File: src/rtl/motor_ramp_controller.sv
// Slew-limited 10-bit motor command sequencer: ramps cmd toward the clamped target once per
// update tick, ramps down on brake/disable, and latches overcurrent faults with cmd forced to 0.
`timescale 1ns/1ps
module motor_ramp_controller #(
  parameter int pTickDiv   = 50000,
  parameter int pStep      = 4,
  parameter int pBrakeStep = 16,
  parameter int pMaxCmd    = 511
) (
  input  logic       RAMPclock,
  input  logic       RAMPreset_n,
  input  logic       enable,
  input  logic       brake,
  input  logic       fault,
  input  logic       fault_clear,
  input  logic [9:0] target,
  output logic [9:0] cmd,
  output logic       cmd_update,
  output logic [1:0] state,
  output logic       at_target
);

  typedef enum logic [1:0] {IDLE = 2'd0, RUN = 2'd1, BRAKE = 2'd2, FAULT = 2'd3} state_t;

  localparam logic [15:0]        kTickLast  = 16'(pTickDiv - 1);
  localparam logic signed [9:0]  kMaxCmd    = 10'(pMaxCmd);
  localparam logic signed [9:0]  kMinCmd    = 10'(-pMaxCmd);
  localparam logic signed [9:0]  kStepN     = 10'(pStep);
  localparam logic signed [9:0]  kBrakeN    = 10'(pBrakeStep);
  localparam logic signed [10:0] kStepW     = 11'(pStep);
  localparam logic signed [10:0] kBrakeW    = 11'(pBrakeStep);

  logic [15:0]        tickCount;
  logic               tick;
  logic signed [9:0]  targetReg;
  logic signed [9:0]  tgt;
  logic signed [9:0]  cmdReg;
  logic signed [9:0]  cmdNext;
  logic signed [9:0]  runCmd;
  logic signed [9:0]  brakeCmd;
  logic signed [10:0] cmdWide;
  logic signed [10:0] tgtWide;
  logic signed [10:0] diff;
  logic signed [10:0] absDiff;
  logic signed [10:0] absCmd;
  logic               crossing;
  logic               cmdUpdate;
  logic               atTarget;
  state_t             stateReg;
  state_t             stateNext;

  function automatic logic signed [9:0] clampTarget(input logic signed [9:0] raw);
    logic signed [9:0] res;
    res = raw;
    if (raw > kMaxCmd)
      res = kMaxCmd;
    else if (raw < kMinCmd)
      res = kMinCmd;
    return res;
  endfunction

  assign tick = (tickCount == kTickLast);
  assign tgt  = clampTarget(targetReg);

  // Candidate next commands for the RUN and BRAKE slews; zero is always visited before a sign change.
  always_comb begin
    cmdWide  = {cmdReg[9], cmdReg};
    tgtWide  = {tgt[9], tgt};
    diff     = tgtWide - cmdWide;
    absDiff  = diff[10] ? -diff : diff;
    absCmd   = cmdWide[10] ? -cmdWide : cmdWide;
    crossing = (cmdReg != '0) && (tgt != '0) && (cmdReg[9] != tgt[9]);

    runCmd = cmdReg;
    if (crossing && (absCmd <= kStepW))
      runCmd = '0;
    else if (absDiff <= kStepW)
      runCmd = tgt;
    else if (diff[10])
      runCmd = cmdReg - kStepN;
    else
      runCmd = cmdReg + kStepN;

    brakeCmd = cmdReg;
    if (absCmd <= kBrakeW)
      brakeCmd = '0;
    else if (cmdWide[10])
      brakeCmd = cmdReg + kBrakeN;
    else
      brakeCmd = cmdReg - kBrakeN;
  end

  always_comb begin
    stateNext = stateReg;
    cmdNext   = cmdReg;
    if (fault) begin
      stateNext = FAULT;
      cmdNext   = '0;
    end else begin
      case (stateReg)
        IDLE: begin
          cmdNext = '0;
          if (enable && !brake)
            stateNext = RUN;
        end
        RUN: begin
          if (brake || !enable)
            stateNext = BRAKE;
          else if (tick)
            cmdNext = runCmd;
        end
        BRAKE: begin
          if (cmdReg == '0)
            stateNext = IDLE;
          else if (tick)
            cmdNext = brakeCmd;
        end
        FAULT: begin
          cmdNext = '0;
          if (fault_clear)
            stateNext = IDLE;
        end
        default: stateNext = IDLE;
      endcase
    end
  end

  // at_target is computed from next-cycle values so it lines up with the registered cmd and target.
  always_ff @(posedge RAMPclock) begin
    if (!RAMPreset_n) begin
      tickCount <= '0;
      targetReg <= '0;
      cmdReg    <= '0;
      stateReg  <= IDLE;
      cmdUpdate <= 1'b0;
      atTarget  <= 1'b0;
    end else begin
      tickCount <= tick ? '0 : tickCount + 16'd1;
      targetReg <= target;
      cmdReg    <= cmdNext;
      stateReg  <= stateNext;
      cmdUpdate <= (cmdNext != cmdReg);
      atTarget  <= (stateNext == RUN) && (cmdNext == clampTarget(target));
    end
  end

  assign cmd        = cmdReg;
  assign cmd_update = cmdUpdate;
  assign state      = stateReg;
  assign at_target  = atTarget;

endmodule

File: config.mk
export PLATFORM = sky130hd
export DESIGN_NAME = motor_ramp_controller
export DESIGN_NICKNAME = d
export VERILOG_FILES = /design/src/rtl/motor_ramp_controller.sv
export SDC_FILE = /design/constraint.sdc
export NUM_CORES = 1
export LEC_CHECK = 0
export BUFFER_PORTS_ARGS = -buffer_cell sky130_fd_sc_hd__buf_2
export CORE_ASPECT_RATIO = 0.9
export CORE_MARGIN = 8
export CORE_UTILIZATION = 55
export DETAILED_ROUTE_END_ITERATION = 6
export GPL_TIMING_DRIVEN = 1
export PLACE_DENSITY = 0.72
export SYNTH_ARGS = -nofsm -noshare
export SYNTH_HDL_FRONTEND = slang
export SYNTH_SLANG_ARGS = --single-unit
File: constraint.sdc
create_clock -name RAMPclock -period 9.8 [get_ports RAMPclock]
set_clock_uncertainty 0.15 [all_clocks]
set_input_delay 2.45 -clock RAMPclock [delete_from_list [all_inputs] [get_ports RAMPclock]]
set_output_delay 2.45 -clock RAMPclock [all_outputs]
set_load 0.02 [all_outputs]
==> results.json <==
{
  "hold_violations": 0,
  "main_combinational_cell_family_by_area_after_synthesis": "simple AND/OR/NAND/NOR gates",
  "wire_per_inst_um": 21.7,
  "relSlewSlack_pct": 34.8,
  "synth_seq_cells": 40,
  "antennaDiodeCount": 0,
  "die_width_um": 111,
  "vdd.ir_drop.worst_uv": 90.1,
  "cts_resized": 0,
  "cts.sink_count": 40,
  "avgViaCountPerCell": 6.85,
  "max_freq_ghz": 0.146,
  "global_route_wire_length_before_repair_mm": 25.2,
  "rows": 31,
  "synth_adder_area_share_pct": 8.56,
  "cts_htree_levels": 2,
  "number_of_drc_violations_after_detailed_routing": 0,
  "period_needed_ps": 6870,
  "yosys_warnings": 0,
  "hpwl_mm": 12.1,
  "layout_worst_path_cycle_share_pct": 70.1,
  "first_global_vias": 4618,
  "nature_of_the_critical_path_startpoint": "flop",
  "port-buffer-count": 29,
  "timing.final.setup_violations": 0,
  "ios": 30,
  "total_leakage_power_nw": 1.91,
  "cts_root_buffer": "clkbuf_8",
  "pwr_per_cell_area_nw_per_um2": 90.9,
  "die_h_um": 102,
  "synth.lib_cells_used.distinct": 87,
  "drive_gt1_share_pct": 10.1,
  "critical_path_arrival_ps": 6910,
  "mappedNetlistNets": 651,
  "post-synth-top-area-cell": "dfxtp_1",
  "gp_routability_congestion": 0.981,
  "drt_pass1_iterations": 7,
  "least_margin_pin_slew_ps": 978,
  "fillers": 774,
  "core_region_area_sq_um": 7990,
  "worstSkewPairLatency_ps": 290,
  "yosys.area_share.xor_xnor_pct": 6.23,
  "cap_violations": 0,
  "min_path_type": "flop to flop",
  "synth_flop_cell": "dfxtp_1",
  "number_of_flops_mapped_to_enable_cells_by_yosys": 0,
  "critical_path.max_fanout": 13,
  "timing.final.max_slew_violations": 0,
  "cts_setup_buffers": 0,
  "slowest_delay_ps": 530,
  "grt_overflow": 0,
  "synthesized_area_fraction_occupied_by_ao_oa_aoi_and_oai_cells_pct": 27.7,
  "grt_use_total_pct": 27.2,
  "required_ps": 9840,
  "post_synth_main_area_contributors": "dfxtp_1 (18%), ha_1 (7.2%), nor2_1 (5.5%)",
  "num_cts_buffers": 5,
  "finalSetupTns_ps": 0,
  "die-area_sq_um": 11300,
  "cts.reportedPaths.clkPinSlew_ps": 90,
  "post_syn_area_sq_um": 4500,
  "antenna_violating_nets_left": 0,
  "path_type_of_the_worst_setup_path": "flop to flop",
  "critical-path-slowest-cell": "a2111oi_2",
  "result_of_the_run": "completed",
  "fin_hold_ws_ps": 299,
  "setup_repair_after_global_routing_missed_its_margin": "no",
  "detailedRoute.firstIterationViolations": 644,
  "cts_hold_repair.buffers": 0,
  "syn_to_final_growth_pct": 5.31,
  "synth_simple_gate_area_share_pct": 33.4,
  "synth_sequential_area_ratio_pct": 17.8,
  "fraction_of_synthesized_cell_area_taken_by_the_top_area_cell_type_pct": 17.8,
  "tritoncts": "done",
  "cp-end-kind": "flop",
  "synthCells": 606,
  "max_root_sink_buffers": 2,
  "start_util_pct": 56.3,
  "detail_route.wirelength_mm": 15.6,
  "async_flop_share_pct": 0,
  "timing.critical_path.cells": "nor4_1, nand2_1, o21ai_0, ha_1, nor2b_1, inv_1, fa_1, nand2b_1, a211oi_1, o211a_1, a31oi_1, buf_4, inv_1, a41oi_1, or3_2, a2111oi_2, a21oi_1, and2_1, a211oi_1, nand4_1, a211o_1, o31a_1",
  "antenna_found_initial": 0,
  "maximum_number_of_pins_on_one_net_before_global_route_repair": 24,
  "muxShareOfSynthArea_pct": 1.14,
  "vias_post_dr": 4933,
  "per_instance_average_area_after_synthesis_sq_um": 7.43,
  "design.final.nets": 666
}
==> registers in the layout, summed over array words and instances, names as in the netlist <==
register,flops
cmd,10
state,2
cmd_update,1
tickCount,16
targetReg,10
at_target,1
==> kinds of logic after synthesis <==
| family | after synthesis |
|---|---|
| flops | 40 |
| fa+ha+maj | 29 |
| compound gates | 171 |
| simple gates | 280 |
| mux | 5 |
| xor+xnor | 32 |
| buf+inv | 49 |
==> critical path: cells and delay by family, from the launching register on <==
kind | cells | cell delay, ps
compound gates | 10 | 2920
simple gates | 7 | 1900
fa+ha+maj | 2 | 840
buf+inv | 3 | 630
flops | 1 | 320
==> synth_stat cells, types with 3 or more instances <==
| cell | instances |
|---|---|
| a211o_1 | 5 |
| a211oi_1 | 10 |
| a21boi_0 | 3 |
| a21o_1 | 9 |
| a21oi_1 | 32 |
| a221oi_1 | 3 |
| a22oi_1 | 4 |
| a31oi_1 | 7 |
| a41oi_1 | 4 |
| and2_1 | 20 |
| and3_1 | 15 |
| clkbuf_1 | 14 |
| dfxtp_1 | 40 |
| fa_1 | 3 |
| ha_1 | 26 |
| inv_1 | 22 |
| mux2i_1 | 4 |
| nand2_1 | 47 |
| nand2b_1 | 19 |
| nand3_1 | 15 |
| nand3b_1 | 4 |
| nand4_1 | 9 |
| nor2_1 | 66 |
| nor2b_1 | 20 |
| nor3_1 | 16 |
| nor3b_1 | 3 |
| nor4_1 | 9 |
| nor4b_1 | 3 |
| nor4bb_1 | 3 |
| o2111ai_1 | 3 |
| o211a_1 | 5 |
| o211ai_1 | 12 |
| o21a_1 | 3 |
| o21ai_0 | 21 |
| o22ai_1 | 6 |
| o311ai_0 | 4 |
| o31a_1 | 3 |
| o31ai_1 | 6 |
| or2_2 | 6 |
| or3_1 | 4 |
| or4_1 | 5 |
| xnor2_1 | 17 |
| xor2_1 | 15 |
==> power breakdown <==
part	total (mW)	internal, mW	switching (mW)
Combinational	0.154	0.0555	0.0981
Clock	0.107	0.0482	0.0587
Sequential	0.170	0.167	0.00387
==> through the flow <==
step	utilization (%)	cells	total power [mW]	area (sq um)	setup WS (ps)
after floorplan	-	606	0.289	4500	3930
after global placement	58.3	713	0.321	4660	3310
after detailed placement	58.3	713	0.323	4660	3020
after CTS	59.3	720	0.430	4740	3000
after global routing	59.3	720	0.456	4740	2520
final	59.3	720	0.431	4740	2930
==> cell type report <==
cell class	instances	area, sq um	share of cell area, %
clock buffer	5	68.8	1.45
clock inverter	2	12.5	0.264
inverter	24	90.1	1.90
multi-input combinational	517	3470	73.2
sequential	40	801	16.9
tap	99	124	2.61
timing repair buffer	33	175	3.69
==> final timing paths <==
check / startpoint / to / slack (ps) / cells past startpoint
worst max-delay path: targetReg[8] / cmd_update / 2930 / 22
worst min-delay path: tickCount[0] / tickCount[0] / 300 / 1
worst max register to register: targetReg[8] / cmd_update / 2930 / 22
worst min register to register: tickCount[0] / tickCount[0] / 300 / 1
==> cells in the final DEF, fill, tap and decap left out, types with 17 or more instances in the layout <==
master,netlist,layout
inv_1,22,22
ha_1,26,26
nor2_1,66,66
xnor2_1,17,17
nor2b_1,20,20
dfxtp_1,40,40
a21oi_1,32,32
nand2b_1,19,19
and2_1,20,20
o21ai_0,21,21
buf_2,2,29
nand2_1,47,47
==> routing by layer <==
metal	GRT usage [%]	wire length (um)	share of wire, %	vias up
met3	4.17	1730	11	27
li1	-	-	-	2290
met5	0	0	0	-
met2	42.1	6660	43	307
met4	9.01	382	2.4	0
met1	37.8	6820	44	2309
(Power assumes the default switching activity.)
